$ cat config.mk
export PLATFORM = sky130hd
export DESIGN_NAME = prog_loader
export DESIGN_NICKNAME = d
export VERILOG_FILES = /design/src/rtl/prog_loader.sv
export SDC_FILE = /design/constraint.sdc
export NUM_CORES = 1
export LEC_CHECK = 0
export ABC_CLOCK_PERIOD_IN_PS = 3300
export CORE_MARGIN = 2
export CORE_UTILIZATION = 45
export CTS_CLUSTER_DIAMETER = 50
export CTS_CLUSTER_SIZE = 30
export DETAILED_ROUTE_END_ITERATION = 12
export GPL_TIMING_DRIVEN = 0
export PLACE_DENSITY_LB_ADDON = 0.1
export SLEW_MARGIN = 20
export SYNTH_ARGS = -nofsm -noshare
export SYNTH_HDL_FRONTEND = slang
export SYNTH_SLANG_ARGS = --single-unit
$ cat constraint.sdc
create_clock -name clk -period 3.3 [get_ports clk]
set_input_delay 0.825 -clock clk [delete_from_list [all_inputs] [get_ports clk]]
set_output_delay 0.825 -clock clk [all_outputs]
set_load 0.03 [all_outputs]
$ cat src/rtl/prog_loader.sv
// prog_loader: fills the core's instruction memory from an 8-bit valid/ready
// byte stream and holds the core in reset until the whole program is stored.
// Stream: LEN_HI, LEN_LO, then N x {HI, LO} where HI[0] is instruction bit 8.
// Optional build macro: LOADER_CHECKSUM_EN adds a trailing XOR checksum byte
// that must match before the core is released.
module prog_loader #(
  parameter int D = 10,
  parameter int W = 9
) (
  input  logic         clk,
  input  logic         reset,
  input  logic         in_valid,
  output logic         in_ready,
  input  logic [7:0]   in_byte,
  output logic         wr_en,
  output logic [D-1:0] wr_addr,
  output logic [W-1:0] wr_data,
  output logic         core_reset,
  output logic         load_done,
  output logic         err
);

`ifdef LOADER_CHECKSUM_EN
  typedef enum logic [2:0] {
    S_LEN_HI = 3'd0, S_LEN_LO = 3'd1, S_INS_HI = 3'd2, S_INS_LO = 3'd3,
    S_CHK    = 3'd4, S_DONE   = 3'd5, S_ERR    = 3'd6
  } state_t;
`else
  typedef enum logic [2:0] {
    S_LEN_HI = 3'd0, S_LEN_LO = 3'd1, S_INS_HI = 3'd2, S_INS_LO = 3'd3,
    S_DONE   = 3'd5, S_ERR    = 3'd6
  } state_t;
`endif

  // Largest legal program: one word per memory location.
  localparam logic [16:0] MAX_N = 17'(2 ** D);

  state_t      state_q, state_d;
  logic [15:0] len_q;       // N, high byte captured first
  logic [D:0]  k_q;         // one extra bit so N = 2**D never wraps
  logic        hi_q;        // instruction bit 8 from the HI byte
  logic        accepting;
  logic        xfer;
  logic [15:0] n_in;
  logic        len_ok;
  logic        last_ins;
`ifdef LOADER_CHECKSUM_EN
  logic [7:0]  csum_q;      // XOR of every byte accepted so far
`endif

  // Byte acceptance: only in the collecting states, never while reset is held.
  always_comb begin
    accepting = 1'b0;
    case (state_q)
      S_LEN_HI, S_LEN_LO, S_INS_HI, S_INS_LO: accepting = 1'b1;
`ifdef LOADER_CHECKSUM_EN
      S_CHK:                                  accepting = 1'b1;
`endif
      default:                                accepting = 1'b0;
    endcase
  end

  assign in_ready = reset && accepting;
  assign xfer     = in_valid && in_ready;
  assign n_in     = {len_q[15:8], in_byte};
  assign len_ok   = (n_in != 16'd0) && ({1'b0, n_in} <= MAX_N);
  assign last_ins = (16'(k_q) == (len_q - 16'd1));

  // State register.
  always_ff @(posedge clk) begin
    if (!reset) state_q <= S_LEN_HI;
    else        state_q <= state_d;
  end

  // Next state: advance only on a transfer.
  always_comb begin
    state_d = state_q;
    if (xfer) begin
      case (state_q)
        S_LEN_HI: state_d = S_LEN_LO;
        S_LEN_LO: state_d = len_ok ? S_INS_HI : S_ERR;
        S_INS_HI: state_d = (in_byte[7:1] == 7'd0) ? S_INS_LO : S_ERR;
`ifdef LOADER_CHECKSUM_EN
        S_INS_LO: state_d = last_ins ? S_CHK : S_INS_HI;
        S_CHK:    state_d = (in_byte == csum_q) ? S_DONE : S_ERR;
`else
        S_INS_LO: state_d = last_ins ? S_DONE : S_INS_HI;
`endif
        default:  state_d = state_q;
      endcase
    end
  end

  // Datapath: capture fields, issue the registered write, status flags.
  always_ff @(posedge clk) begin
    if (!reset) begin
      len_q      <= 16'd0;
      k_q        <= '0;
      hi_q       <= 1'b0;
      wr_en      <= 1'b0;
      wr_addr    <= '0;
      wr_data    <= '0;
      core_reset <= 1'b1;
      load_done  <= 1'b0;
      err        <= 1'b0;
`ifdef LOADER_CHECKSUM_EN
      csum_q     <= 8'd0;
`endif
    end else begin
      wr_en      <= 1'b0;
      load_done  <= (state_q == S_DONE);
      err        <= (state_q == S_ERR);
      core_reset <= (state_q != S_DONE);
      if (xfer) begin
`ifdef LOADER_CHECKSUM_EN
        csum_q <= csum_q ^ in_byte;
`endif
        case (state_q)
          S_LEN_HI: len_q[15:8] <= in_byte;
          S_LEN_LO: len_q[7:0]  <= in_byte;
          S_INS_HI: hi_q        <= in_byte[0];
          S_INS_LO: begin
            wr_en   <= 1'b1;
            wr_addr <= k_q[D-1:0];
            wr_data <= W'({hi_q, in_byte});
            k_q     <= k_q + 1'b1;
          end
          default: ;
        endcase
      end
    end
  end

endmodule

# After elaboration in Yosys (flattened, before gate mapping)
# Cells that the tools add are included.
[totals]
regBits = 54
input_bits = 11
output_inout_bits = 24
elab_cells = 41
[op_classes]
n_addsub = 2
magnitude_cmp = 1
eq_ne = 7
n_mux = 6
reduce_logical = 14
[ops]
columns = ["operator", "n"]
rows = [
  ["== test 11 x 16 -> 1 bit", 1],
  ["<= comparator 16 x 11 -> 1 bit, second input constant", 1],
  ["nonzero test 16 bit", 1],
  ["subtractor 16 x 1 -> 16 bit, second input constant", 1],
  ["case mux 3 bit (4 select lines)", 1],
  ["AND reduction 2 bit", 6],
  ["adder 11 x 1 -> 11 bit, second input constant", 1],
  ["2-to-1 mux 3 bit", 3],
  ["logical NOT 7 bit", 1],
  ["== test 3 x 2 -> 1 bit, second input constant", 2],
  ["== test 3 bit, second input constant", 2],
  ["nonzero test 4 bit", 1],
  ["OR reduction 4 bit", 1],
  ["== test 3 x 1 -> 1 bit, second input constant", 1],
  ["logical AND 1 bit", 3],
  ["logical NOT 3 bit", 1],
  ["inequality test 3 bit, second input constant", 1],
  ["2-to-1 mux 1 bit", 2],
]

# Depth between registers and ports, before layout
[depth]
ltp_word = 6
mapped_depth = 8
depth_no_buf = 8

# Least setup slack after synthesis
# Ideal clock, no wire load.
[synth_timing]
path_type = "input to output"
startpoint = "in reset"
endpoint = "out in_ready"
arrival_ns = 1.705
required_time_ns = 2.475
setup_slack_ns = 0.770
stages = 4
n_path_buf = 2
path_cell_list = "inv_2 -> buf_1 -> clkbuf_1 -> nor2_1"
[synth_between]
elab_chain_len = 1
[synth_rtl]
columns = ["element", "line_no", "source"]
rows = [
  ["start: declaration", "11", "input logic reset,"],
  ["logical AND 1 bit", "63", "assign in_ready = reset && accepting;"],
  ["end: declaration", "13", "output logic in_ready,"],
]
# Every way passes these cells.

# Worst setup path in the final report
# Same ends and word-level chain as after synthesis.

==> metrics.md <==
| Metric | Value |
|---|---|
| Fraction of the mapped netlist area in simple logic gates | approximately a quarter |
| Hpwl dp | ~4500 µm |
| Async SR Flop Fraction | 0% |
| Final slew viol count | 0 |
| DR pass1 iterations | 4 |
| ANT cells | 0 |
| Area grow syn2layout | 20.6% |
| Ports | 35 |
| CTS H-Tree Depth | 2 |
| IO buf count | 34 |
| Clock transition at the registers of the reported paths | 0.10 ns |
| Overflow after GRT | 0 |
| Total core area | 0.00544 mm² |
| Post-synth top area share | ~43% |
| Seq/Total Area, Yosys | 43.1% |
| Number of global-route vias before repair | 2123 |
| Gate count of the mapped netlist | 299 |
| Worst vdd ir | 0.000245 V |
| Worst Tran Pin Value | 0.727 ns |
| Post-synth EDFFs | 0 |
| Setup crit end | in_ready |
| Crit share post-route | 96.1% |
| Post-Syn Nets | 312 |
| Synth Warn # | 0 |
| Synth Area in XOR/XNOR | 8.38% |
| Root Buffer | clkbuf_8 |
| Most frequent cells in the layout | dfxtp_1 (54), nand2_1 (51), nor2_1 (36) |
| Final hold violations | 0 |
| Clock Skew | about 0.012 ns |
| RD Place Congestion | 0.839 |
| Crit path time final | between 3 and 4 ns |
| Startpoint types | primary input |
| Die X | 78.6 µm |
| Power Dens Cells | 400 mW/mm² |
| Layout Nets | 352 |
| Critical path capture point type | output port |
| Lkg Pwr | roughly 1.1 nW |
| Final setup vio count | 0 |
| WL/cell | between 10 and 15 µm |
| Fmax | ~320 MHz |
| CP startpoint | reset |
| Crit path arrival time | 2.35 ns |
| DIE AREA | ~0.0062 mm² |
| Worst path top cell family by delay | buffers and inverters |
| Largest net degree at the start of global routing | 18 |
| Setup TNS | 0 ns |
| Flop-to-flop setup slack | 0.90 ns |
| CTS tree | done |
| Outcome | finished, final reports clean |
| Global-route wire length before repair | 10300 µm |
| Cells on worst reg2reg path | 8 |
| Max Cap Viol | 0 |
| Initial antenna violation count | 0 |
| Crit Path Category | in2out |
| Worst hold slack | approximately 0.46 ns |
| Crit path depth | 5 |
| Final core utilization | between 50% and 60% |
| DR vias | 2176 |
| Share of layout cells above drive strength 1 | between 5 and 6% |
| Number of routed nets with antenna violations | 0 |
| CTS Buf Count | 5 |
| CP max stage delay | 0.51 ns |
| HP Class | reg2reg |
| Slew HR | approximately 50% |
| Initial drt markers | 158 |
| Clk buf depth | 2 |
| Most common cell after layout, fill and taps aside | dfxtp_1 |
| Num rows | 27 |
| RSZ-0062 raised after global routing | no |
| Synth cell types | 48 |
| Main synth FF type | dfxtp_1 |
| CP Data Required Time | approximately 2.5 ns |
| Fillers | between 500 and 600 |
| CP max-delay cell | clkdlybuf4s50_1 |
| Synth Register Bits | 54 |
| # clock sinks | 54 |
| Complex-gate fraction of the synthesized area | 12.0% |
| CP Cell Sequence | clkdlybuf4s50_1 -> inv_2 -> clkbuf_2 -> nor2_1 -> clkdlybuf4s15_1 |
| Multiplexer area fraction after synthesis | 6.04% |
| Starting Density | a little under half |
| Largest family of logic cells by synthesized area | simple AND/OR/NAND/NOR gates |
| Die Ht | 78.6 µm |
| Reg2reg start | len_q[0] |
| Post-synth top area cell | dfxtp_1 |
| Post-synthesis adder-cell area fraction | less than 1% |
| Buf/Inv on CP | 4 |
| Avg Inst Size Synth | 8.39 µm² |
| WHS Path Cells | 2 |
| Routed wire length | about 6000 µm |
| Synth area leaders | dfxtp_1 (43%), nand2_1 (7.6%), mux2i_1 (5.6%) |
| Clock Latency Late Sink | between 0.3 and 0.4 ns |
| Post-synthesis instance area | 0.00251 mm² |
| Vias/cell | 5.28 |
| Setup bufs post-CTS | 0 |
| # DRC | 0 |
| CP max FO | 17 |
| R2R Path End | state_q[1] |
| Gr usage total | between 20% and 30% |
[stage by stage]
step / cell area, µm² / power, mW / setup slack, ns / cells
floorplan: 2510 / 0.797 / 0.770 / 299
global placement: 2940 / 0.845 / -0.566 / 405
detailed placement: 2940 / 0.847 / -0.563 / 405
CTS: 3020 / 1.22 / 0.113 / 412
global route: 3020 / 1.27 / 0.00801 / 412
finish: 3020 / 1.21 / 0.128 / 412
[report_power, final]
| part | switching, mW | internal (mW) |
|---|---|---|
| combinational | 0.0879 | 0.0678 |
| sequential | 0.0136 | 0.663 |
| clock | 0.224 | 0.153 |
[logic make-up (layout without fill, tap and decap cells)]
group                    count (synthesis)  in the layout
flip-flops                              54             54
adder cells (fa/ha/maj)                  2              2
multiplexers                            15             15
buffers and inverters                   24             65
XOR/XNOR                                24             24
AO/OA/AOI/OAI                           48             48
AND/OR/NAND/NOR                        132            132
[sequential cells by signal, indices dropped and copies added, names as in the netlist]
name / count
len_q: 16
k_q: 11
wr_addr: 10
wr_data: 9
state_q: 3
core_reset: 1
err: 1
hi_q: 1
load_done: 1
wr_en: 1
[cells in the mapped netlist (5+ instances only)]
cell,instances
mux2i_1,14
inv_1,6
clkbuf_1,11
o21ai_0,5
nand4_1,8
nor3_1,5
xor2_1,13
dfxtp_1,54
nor2_1,36
and3_1,5
xnor2_1,11
nand2_1,51
a21oi_1,27
[cell type report]
cell class | instances | area [µm²] | area share, %
multi-input cells | 221 | 1330 | 44.1
flip-flops and latches | 54 | 1080 | 35.7
repair buffers | 34 | 340 | 11.3
well taps | 72 | 90.1 | 2.98
clock buffers | 6 | 72.6 | 2.40
plain buffers | 15 | 60.1 | 1.99
inverters | 8 | 30.0 | 0.993
clock inverters | 2 | 16.3 | 0.538
[routing by layer]
layer / GRT usage, % / share of wire (%) / vias to the layer above
met5: 0 / 0 / -
met4: 6.14 / 1.1 / 0
met3: 3.56 / 3.2 / 6
met2: 33.7 / 45 / 49
met1: 30.7 / 51 / 1009
li1: - / - / 1112
[worst register-to-register path: stages (launching register included)]
cell and delay, ns:
dfxtp_1 0.37, inv_1 0.09, ha_1 0.23, nor2b_1 0.31, a31oi_1 0.16, a2111oi_2 0.30, nand4_1 0.17, a2111oi_2 0.47
a31oi_1 0.15
[worst min-delay path by stage]
stage                       to       start
global route        wr_addr[0]  wr_addr[0]
floorplan           wr_data[8]        hi_q
CTS                 wr_addr[5]  wr_addr[5]
detailed placement  wr_addr[5]  wr_addr[5]
global placement    wr_addr[6]  wr_addr[6]
finish              wr_data[3]  wr_data[3]
[what timing repair did]
item | in CTS | in global routing
gates resized for setup | 2 | 1
cloned | 0 | 0
setup endpoints to repair | 1 | 1
hold buffers | 0 | 0
Note: power is estimated with default switching activity, not from simulation.
